--- src/rtl/mc14500_seq.sv ---
`default_nettype none
// ============================================================================
// Module   : mc14500_seq
// Purpose  : Program sequencer for an MC14500 ICU. It fetches 4-bit opcodes
//            and AW-bit operands from an asynchronous program ROM and keeps a
//            return stack for JMP/RTN. It also provides a halt/resume
//            mechanism driven by the ICU's FLAG_F strobe.
// Ports    : x2        - clock shared with the ICU (all updates on posedge)
//            rst_n     - asynchronous active-low reset
//            rom_addr  - program memory address (= PC)
//            rom_data  - program word {opcode[3:0], operand[AW-1:0]}
//            i         - opcode presented to the ICU (= IR)
//            io_addr   - operand of current instruction (= OPR)
//            jmp/rtn/flag_f - decoded ICU strobes for the current instruction
//            run       - resume request while halted
//            halted    - sequencer halted
//            stk_ovf/stk_unf - sticky return-stack overflow / underflow
//            sp        - number of valid return-stack entries
// Revision : 1.0 - initial release
// ============================================================================
module mc14500_seq #(
    parameter int AW    = 8,
    parameter int DEPTH = 4
) (
    input  logic                       x2,
    input  logic                       rst_n,
    output logic [AW-1:0]              rom_addr,
    input  logic [AW+3:0]              rom_data,
    output logic [3:0]                 i,
    output logic [AW-1:0]              io_addr,
    input  logic                       jmp,
    input  logic                       rtn,
    input  logic                       flag_f,
    input  logic                       run,
    output logic                       halted,
    output logic                       stk_ovf,
    output logic                       stk_unf,
    output logic [$clog2(DEPTH+1)-1:0] sp
);

    localparam int              SPW     = $clog2(DEPTH + 1);
    localparam int              IW      = (DEPTH > 1) ? $clog2(DEPTH) : 1;
    localparam logic [SPW-1:0]  SP_FULL = SPW'(DEPTH);
    localparam logic [3:0]      NOPO    = 4'h0;

    typedef enum logic [0:0] {
        ST_RUN  = 1'b0,
        ST_HALT = 1'b1
    } state_t;

    state_t          state_q, state_d;
    logic [AW-1:0]   pc_q, pc_d;
    logic [3:0]      ir_q, ir_d;
    logic [AW-1:0]   opr_q, opr_d;
    logic [SPW-1:0]  sp_q, sp_d;
    logic            ovf_q, ovf_d;
    logic            unf_q, unf_d;

    logic [AW-1:0]   stack [DEPTH];
    logic            push;
    logic [SPW-1:0]  sp_m1;
    logic [IW-1:0]   push_idx;
    logic [IW-1:0]   top_idx;

    assign sp_m1    = sp_q - 1'b1;
    assign push_idx = sp_q[IW-1:0];
    assign top_idx  = sp_m1[IW-1:0];

    // Next-state logic. Any redirect (JMP, RTN, halt entry) and every cycle
    // spent halted loads a NOPO bubble. This ensures that the ICU never executes
    // the word that sat behind the redirecting instruction.
    always_comb begin
        state_d = state_q;
        pc_d    = pc_q;
        ir_d    = NOPO;
        opr_d   = '0;
        sp_d    = sp_q;
        ovf_d   = ovf_q;
        unf_d   = unf_q;
        push    = 1'b0;

        case (state_q)
            ST_HALT: begin
                // Strobes are ignored here. RUN only clears the halt; the
                // fetch at PC happens on the following edge.
                if (run) begin
                    state_d = ST_RUN;
                end
            end
            default: begin
                if (jmp) begin
                    // pc_q already points past the JMP word, so it is the
                    // return address.
                    if (sp_q < SP_FULL) begin
                        push = 1'b1;
                        sp_d = sp_q + 1'b1;
                    end else begin
                        ovf_d = 1'b1;
                    end
                    pc_d = opr_q;
                end else if (rtn) begin
                    if (sp_q != '0) begin
                        pc_d = stack[top_idx];
                        sp_d = sp_m1;
                    end else begin
                        pc_d  = '0;
                        unf_d = 1'b1;
                    end
                end else if (flag_f) begin
                    state_d = ST_HALT;
                end else begin
                    ir_d  = rom_data[AW+3:AW];
                    opr_d = rom_data[AW-1:0];
                    pc_d  = pc_q + 1'b1;
                end
            end
        endcase
    end

    always_ff @(posedge x2 or negedge rst_n) begin
        if (!rst_n) begin
            state_q <= ST_RUN;
            pc_q    <= '0;
            ir_q    <= NOPO;
            opr_q   <= '0;
            sp_q    <= '0;
            ovf_q   <= 1'b0;
            unf_q   <= 1'b0;
        end else begin
            state_q <= state_d;
            pc_q    <= pc_d;
            ir_q    <= ir_d;
            opr_q   <= opr_d;
            sp_q    <= sp_d;
            ovf_q   <= ovf_d;
            unf_q   <= unf_d;
        end
    end

    // Stack contents need no reset because SP marks which entries are valid.
    // The write is gated by rst_n so that a JMP strobe that is still high
    // while reset is held cannot leave a stale push behind.
    always_ff @(posedge x2) begin
        if (push && rst_n) begin
            stack[push_idx] <= pc_q;
        end
    end

    assign rom_addr = pc_q;
    assign i        = ir_q;
    assign io_addr  = opr_q;
    assign sp       = sp_q;
    assign halted   = (state_q == ST_HALT);
    assign stk_ovf  = ovf_q;
    assign stk_unf  = unf_q;

endmodule
`default_nettype wire

--- config.mk ---
export PLATFORM = sky130hd
export DESIGN_NAME = mc14500_seq
export DESIGN_NICKNAME = d
export VERILOG_FILES = /design/src/rtl/mc14500_seq.sv
export SDC_FILE = /design/constraint.sdc
export NUM_CORES = 1
export LEC_CHECK = 0
export ABC_AREA = 1
export BUFFER_PORTS_ARGS = -buffer_cell sky130_fd_sc_hd__buf_2
export CAP_MARGIN = 5
export CORE_MARGIN = 2
export CORE_UTILIZATION = 40
export DETAILED_ROUTE_END_ITERATION = 10
export GPL_ROUTABILITY_DRIVEN = 1
export GPL_TIMING_DRIVEN = 0
export MAX_ROUTING_LAYER = met4
export SLEW_MARGIN = 25
export SYNTH_ARGS = -nofsm -noshare
export SYNTH_HDL_FRONTEND = slang
export SYNTH_SLANG_ARGS = --single-unit
--- constraint.sdc ---
create_clock -name x2 -period 3 [get_ports x2]
set_clock_uncertainty 0.2 [all_clocks]
set_input_delay 0.15 -clock x2 [delete_from_list [all_inputs] [get_ports x2]]
set_output_delay 0.15 -clock x2 [all_outputs]
set_load 0.005 [all_outputs]
==> flow_summary_export.csv, run 1 <==
group,metric,value,unit
setup_path,cp_slowest_cell,"nor2_1",
run,cap_violations,0,
yosys,synth_most_common_cell,"nand2_1",
final_layout,instances_no_fill,434,
global_route,grt_overflow,0,
clock_network,root_buffer,"clkbuf_8",
pwr,pwr-share-comb,0.349,
setup_path,cp_max_fo,27,
global_route,antenna_found_initial,0,
timing,finalCritPeriodShare,0.838,
timing,drv_slew,0,
detailed_routing,detail_route.first_pass.iterations,4,
clock_network,cts_buffers,9,
min_path,hp-start,"jmp",
pwr,pwr_density_cell,813,mW/mm^2
clock_network,cts_resized,0,
placement,dpl_worst_slack,0.620,ns
yosys,synth_seq_cells,58,
setup_path,start_kind,"input port",
die,fp-row-count,29,
run_status,outcome,"complete, no violations",
setup_path,cp_cell_sequence,"dlygate4sd3_1 -> buf_2 -> nand4_1 -> nor2_1",
setup_path,endpoint_kind,"flop",
die,ios,44,
yosys,seq_area_frac_synth,0.596,
clock_network,clk_pin_slew_worst_paths,0.06,ns
yosys,synth_area_leaders,"edfxtp_1 36%, dfrtp_1 24%, nand2_1 11%",
final_layout,fillers,608,
die,die_width,86.2,um
placement,placed_cells,402,
detailed_routing,drc,0,
yosys,synth_top_area_share,0.355,
final_layout,final_cell_area,0.00336,sq mm
detailed_routing,ant_nets,0,
yosys,synth_ff_type,"edfxtp_1",
setup_path,startpoint,"rst_n",
final_layout,seqCellArea,0.00161,sq mm
placement,gp_congestion,0.787,
clock_network,cts_tree,"built",
placement,dp_hpwl,4.03,mm
final_layout,multiInputGateArea,908,sq um
global_route,grt_pass1_vias,2145,
clock_network,clockBufferDepth,2,
yosys,yosysWarnings,0,
setup_path,r2r_start,"sp[0]",
timing,tns,0,ns
final_layout,area_delta_synth_final,24.2,%
final_layout,drive_above_1_share,0.232,
global_route,grt_use_total,0.187,
yosys,synth_top_cell_by_area,"edfxtp_1",
clock_network,cts_setup_buffers,0,
final_layout,nets,377,
setup_path,cp.arrival,2.27,ns
pwr,p_int,0.00172,W
detailed_routing,post_drt_via_cell_ratio,4.73,
setup_path,critPathMaxStageDelay,0.78,ns
detailed_routing,first_iter_violations,100,
timing,period_needed,2.52,ns
yosys,synthCells,282,
yosys,synth_nets,306,
setup_path,crit_type,"in -> reg",
detailed_routing,finalWirelength,5.94,mm
global_route,grt_max_degree,28,
timing,fin_ws,0.485,ns
yosys,ys_types,28,
timing,rsz0062_at_grt,"false",
timing,finalHoldViolCount,0,
setup_path,crit_family,"simple AND/OR/NAND/NOR gates",
yosys,netlist_area,0.00270,sq mm
die,dieArea,0.00743,sq mm
final_layout,antennaDiodeCount,0,
min_path,hold_path_class,"in -> reg",
setup_path,cp_data_required_time,2.75,ns
clock_network,cts.htree.levels,3,
pwr,peakVddDrop,0.356,mV
pwr,seq_power_share,0.409,
clock_network,cts_num_sinks,58,
global_route,grt_pass1_wl,10.2,mm
timing,max_slew_margin,0.375,
die,fp.coreArea,0.00646,sq mm
die,die_h,86.2,um
timing,max_slew.worst_pin.slew,0.934,ns
pwr,switchingPower,0.00100,W
timing,setup_viol,0,
pwr,p_leak,1.57,nW
pwr,clockPowerShare,0.242,
timing,fmax,398,MHz
yosys,synth_common_cells,"79 x nand2_1, 41 x nor2_1, 32 x edfxtp_1",
die,start_util,0.419,
detailed_routing,vias,2051,
placement,placed_area,0.00302,sq mm
pwr,swShare,0.368,
yosys,synth-edff-count,32,
detailed_routing,wl_per_cell,13.7,um
placement,io_buffer_count,43,
yosys,synth.avg_cell_area,9.59,sq um
clock_network,clk_latency,0.33,ns
setup_path,cp_num_buf_inv,2,
yosys,synth-async-reset-ratio,0.448,
==> power groups by stage <==
stage	logic, W	clock network, W	registers [W]
6_report	0.000954	0.000659	0.00112
5_1_grt	0.00110	0.000708	0.00114
4_1_cts	0.000969	0.000670	0.00112
3_5_place_dp	0.000947	0	0.00113
3_3_place_gp	0.000924	0	0.00113
2_1_floorplan	0.000648	0	0.00110
==> cell usage in the layout, fill, tap and decap left out, types with 4 or more instances in the layout <==
cell type,Yosys,layout
a21oi_1,5,5
nor2_2,7,7
edfxtp_1,32,32
inv_1,19,19
nand2_1,79,79
clkbuf_8,0,9
buf_2,3,46
dlygate4sd3_1,0,17
nor2_1,41,41
inv_2,6,6
ha_1,6,6
o21ai_1,5,5
o21ai_0,4,4
dfrtp_1,26,26
nand3_1,25,25
==> worst paths after layout <==
check / to / slack [ns] / depth (start not counted)
min: stk_unf / 0.03 / 3
max in group asynchronous: io_addr[0] / 2.05 / 2
min reg2reg: stk_unf / 0.28 / 1
max reg2reg: rom_addr[2] / 0.77 / 11
max: stack[3][7] / 0.48 / 4
min in group asynchronous: i[2] / 0.16 / 2
==> sequential cells by signal (all words and copies together), names as in the netlist <==
register  flops
stk_unf       1
halted        1
io_addr       8
stk_ovf       1
sp            3
rom_addr      8
i             4
stack        32
==> kinds of logic after synthesis <==
logic type | after synthesis | synth area share
AO/OA/AOI/OAI | 21 | 0.0477
XOR/XNOR | 3 | 0.00972
adder cells (fa/ha/maj) | 6 | 0.0278
buffers and inverters | 35 | 0.0680
flip-flops | 58 | 0.596
AND/OR/NAND/NOR | 159 | 0.251
==> per-layer routing <==
metal | wire (um) | track usage | share of wire | vias up
met1 | 2780 | 0.240 | 0.47 | 943
met5 | 0 | - | 0 | -
met4 | 77 | 0.0625 | 0.013 | 0
li1 | - | - | - | 1052
met2 | 2780 | 0.285 | 0.47 | 50
met3 | 309 | 0.0562 | 0.052 | 6
==> cell type report <==
| class | instances | area share |
|---|---|---|
| inverter | 26 | 0.0313 |
| buffer | 9 | 0.0235 |
| multi-input combinational | 189 | 0.270 |
| tap | 77 | 0.0287 |
| clock inverter | 5 | 0.0138 |
| sequential | 58 | 0.480 |
| clock buffer | 10 | 0.0380 |
| timing repair buffer | 60 | 0.115 |
==> timing repair <==
action / in CTS / in global routing
endpoints found under the hold margin: 40 / 0
hold buffers: 17 / 0
endpoints found under the setup margin: 0 / 0
==> worst register-to-register path, stage by stage (launching register included) <==
cell     delay [ns]
dfrtp_1        0.42
buf_6          0.18
inv_8          0.06
buf_8          0.15
ha_1           0.34
buf_2          0.26
o21ai_0        0.11
o21ai_0        0.19
nand2_1        0.10
nand2_1        0.07
nand2_1        0.04
nand2_1        0.05
==> per-stage QoR <==
| step | utilization | power, W | hold WS [ns] |
|---|---|---|---|
| final | 0.520 | 0.00273 | 0.0290 |
| after global routing | 0.520 | 0.00294 | 0.0395 |
| after CTS | 0.520 | 0.00276 | 0.0210 |
| after detailed placement | 0.467 | 0.00208 | -0.00696 |
| after global placement | 0.467 | 0.00205 | -0.00641 |
| after floorplan | - | 0.00175 | -0.346 |
(Power assumes the default switching activity.)
==> run 2: changes to the inputs <==
- clock period: 3 -> 2.5 ns (I/O delays scaled with it)
==> run 2 against run 1 <==
Flip-flop and latch count stayed put. Count of clock-buffer cells in the layout stayed put. Die area stayed put. Setup slack worse by 0.23 ns. Final cell count is 0.46% higher. Register-to-register slack worse by 0.51 ns. Sequential power is 20% higher. First-iteration DRC count is 5.0% higher. Largest cell class unchanged.
==> flow_summary_export.csv, run 2 (synthesized netlist as in run 1, its figures left out) <==
group,metric,value,unit
run_status,outcome,"complete, no violations",
setup_path,cp.arrival,2.26,ns
clock_network,root_buffer,"clkbuf_8",
min_path,hp-start,"flag_f",
die,fp.coreArea,0.00646,sq mm
detailed_routing,ant_nets,0,
timing,period_needed,2.24,ns
die,dieArea,0.00743,sq mm
setup_path,cp_num_buf_inv,4,
setup_path,crit_type,"reg -> reg",
setup_path,r2r_start,"sp[0]",
setup_path,start_kind,"flop",
min_path,hold_path_class,"in -> reg",
die,die_width,86.2,um
setup_path,endpoint_kind,"flop",
clock_network,cts_setup_buffers,0,
global_route,antenna_found_initial,0,
detailed_routing,finalWirelength,6.02,mm
final_layout,instances_no_fill,436,
final_layout,fillers,604,
timing,hold_slack,0.0450,ns
die,ios,44,
final_layout,final_common_cell,"nand2_1",
clock_network,clockBufferDepth,2,
clock_network,cts_num_sinks,58,
pwr,pwr_density_cell,971,mW/mm^2
die,fp-row-count,29,
detailed_routing,drc,0,
placement,placed_cells,402,
placement,gp_congestion,0.787,
setup_path,cp_cell_sequence,"buf_6 -> inv_8 -> buf_8 -> ha_1 -> nand2_1 -> nor2_1 -> a31o_2 -> dlygate4sd3_1",
clock_network,cts.htree.levels,3,
die,die_h,86.2,um
timing,fmax,446,MHz
global_route,grt_pass1_vias,2153,
timing,max_slew.worst_pin.slew,0.927,ns
timing,drv_slew,0,
timing,max_slew_margin,0.380,
global_route,grt_pass1_wl,10.3,mm
min_path,hold_depth,6,
placement,dp_hpwl,4.03,mm
clock_network,clk_latency,0.33,ns
final_layout,drive_above_1_share,0.234,
setup_path,startpoint,"sp[0]",
timing,tns,0,ns
min_path,hold_path_end,"rom_addr[4]",
setup_path,cp_data_required_time,2.51,ns
pwr,p_leak,1.58,nW
setup_path,cp_slowest_cell,"dlygate4sd3_1",
setup_path,cp_max_fo,12,
pwr,peakVddDrop,0.428,mV
setup_path,rr_endpoint,"stk_unf",
die,start_util,0.419,
clock_network,cts_buffers,9,
final_layout,final_cell_mix,"79 x nand2_1, 46 x buf_2, 41 x nor2_1",
run,cap_violations,0,
timing,setup_viol,0,
clock_network,cts_resized,0,
clock_network,clk_pin_slew_worst_paths,0.06,ns
setup_path,crit_family,"buffers and inverters",
placement,io_buffer_count,43,
global_route,grt_use_total,0.190,
final_layout,area_delta_synth_final,25.4,%
detailed_routing,vias,2053,
detailed_routing,first_iter_violations,105,
detailed_routing,wl_per_cell,13.8,um
setup_path,reg2reg_slack,0.26,ns
final_layout,nets,379,
final_layout,largest_reg_flops,32,
global_route,grt_max_degree,27,
final_layout,top_register,"stack",
detailed_routing,detail_route.first_pass.iterations,4,
detailed_routing,post_drt_via_cell_ratio,4.71,
setup_path,critPathMaxStageDelay,0.55,ns
setup_path,r2r_cells,8,
clock_network,cts_tree,"built",
global_route,grt_overflow,0,
timing,finalHoldViolCount,0,
final_layout,antennaDiodeCount,0,
timing,finalCritPeriodShare,0.897,
timing,rsz0062_at_grt,"false",
==> run 2: layer usage <==
metal / track usage / vias up / routed length (um)
met2: 0.290 / 48 / 2840
li1: - / 1056 / -
met3: 0.0543 / 6 / 297
met5: - / - / 0
met1: 0.245 / 943 / 2810
met4: 0.0625 / 0 / 77
==> run 2: how the worst max path moves through the flow <==
stage / end / slack [ns] / cells past startpoint
floorplan: stack[0][0] / 0.61 / 6
global placement: stack[3][7] / 0.23 / 3
detailed placement: stack[3][7] / 0.14 / 3
CTS: stack[2][0] / 0.21 / 6
global route: rom_addr[2] / 0.03 / 11
finish: stk_unf / 0.26 / 8
==> run 2: what timing repair did <==
item / CTS / global route
endpoints found under the hold margin: 40 / 0
setup endpoints to repair: 0 / 0
hold buffers: 19 / 0
==> run 2: through the flow <==
stage,total power [W],util,area (sq um),worst slack [ns]
after global placement,0.00246,0.467,3020,0.227
after CTS,0.00333,0.525,3390,0.209
after global routing,0.00355,0.525,3390,0.0270
after detailed placement,0.00250,0.467,3020,0.145
final,0.00329,0.525,3390,0.258
after floorplan,0.00210,-,2700,0.606
==> run 2: worst register-to-register path: stages, from the launching register on <==
cell           delay [ns]
dfrtp_1              0.42
buf_6                0.18
inv_8                0.06
buf_8                0.15
ha_1                 0.23
nand2_1              0.09
nor2_1               0.06
a31o_2               0.19
dlygate4sd3_1        0.55
==> run 2: layout make-up <==
cell class,count,area (sq um),share of cell area
Buffer,9,78.8,0.0233
Clock buffer,10,128,0.0377
Clock inverter,5,46.3,0.0137
Inverter,26,105,0.0310
Multi-Input combinational cell,189,908,0.268
Sequential cell,58,1610,0.475
Tap cell,77,96.3,0.0284
Timing Repair Buffer,62,415,0.123
==> run 2: power by group <==
part	leakage, nW	switching [W]	internal, W
registers	0.624	0.000159	0.00118
logic	0.867	0.000702	0.000459
clock network	0.0886	0.000346	0.000443
total	1.58	0.00121	0.00208
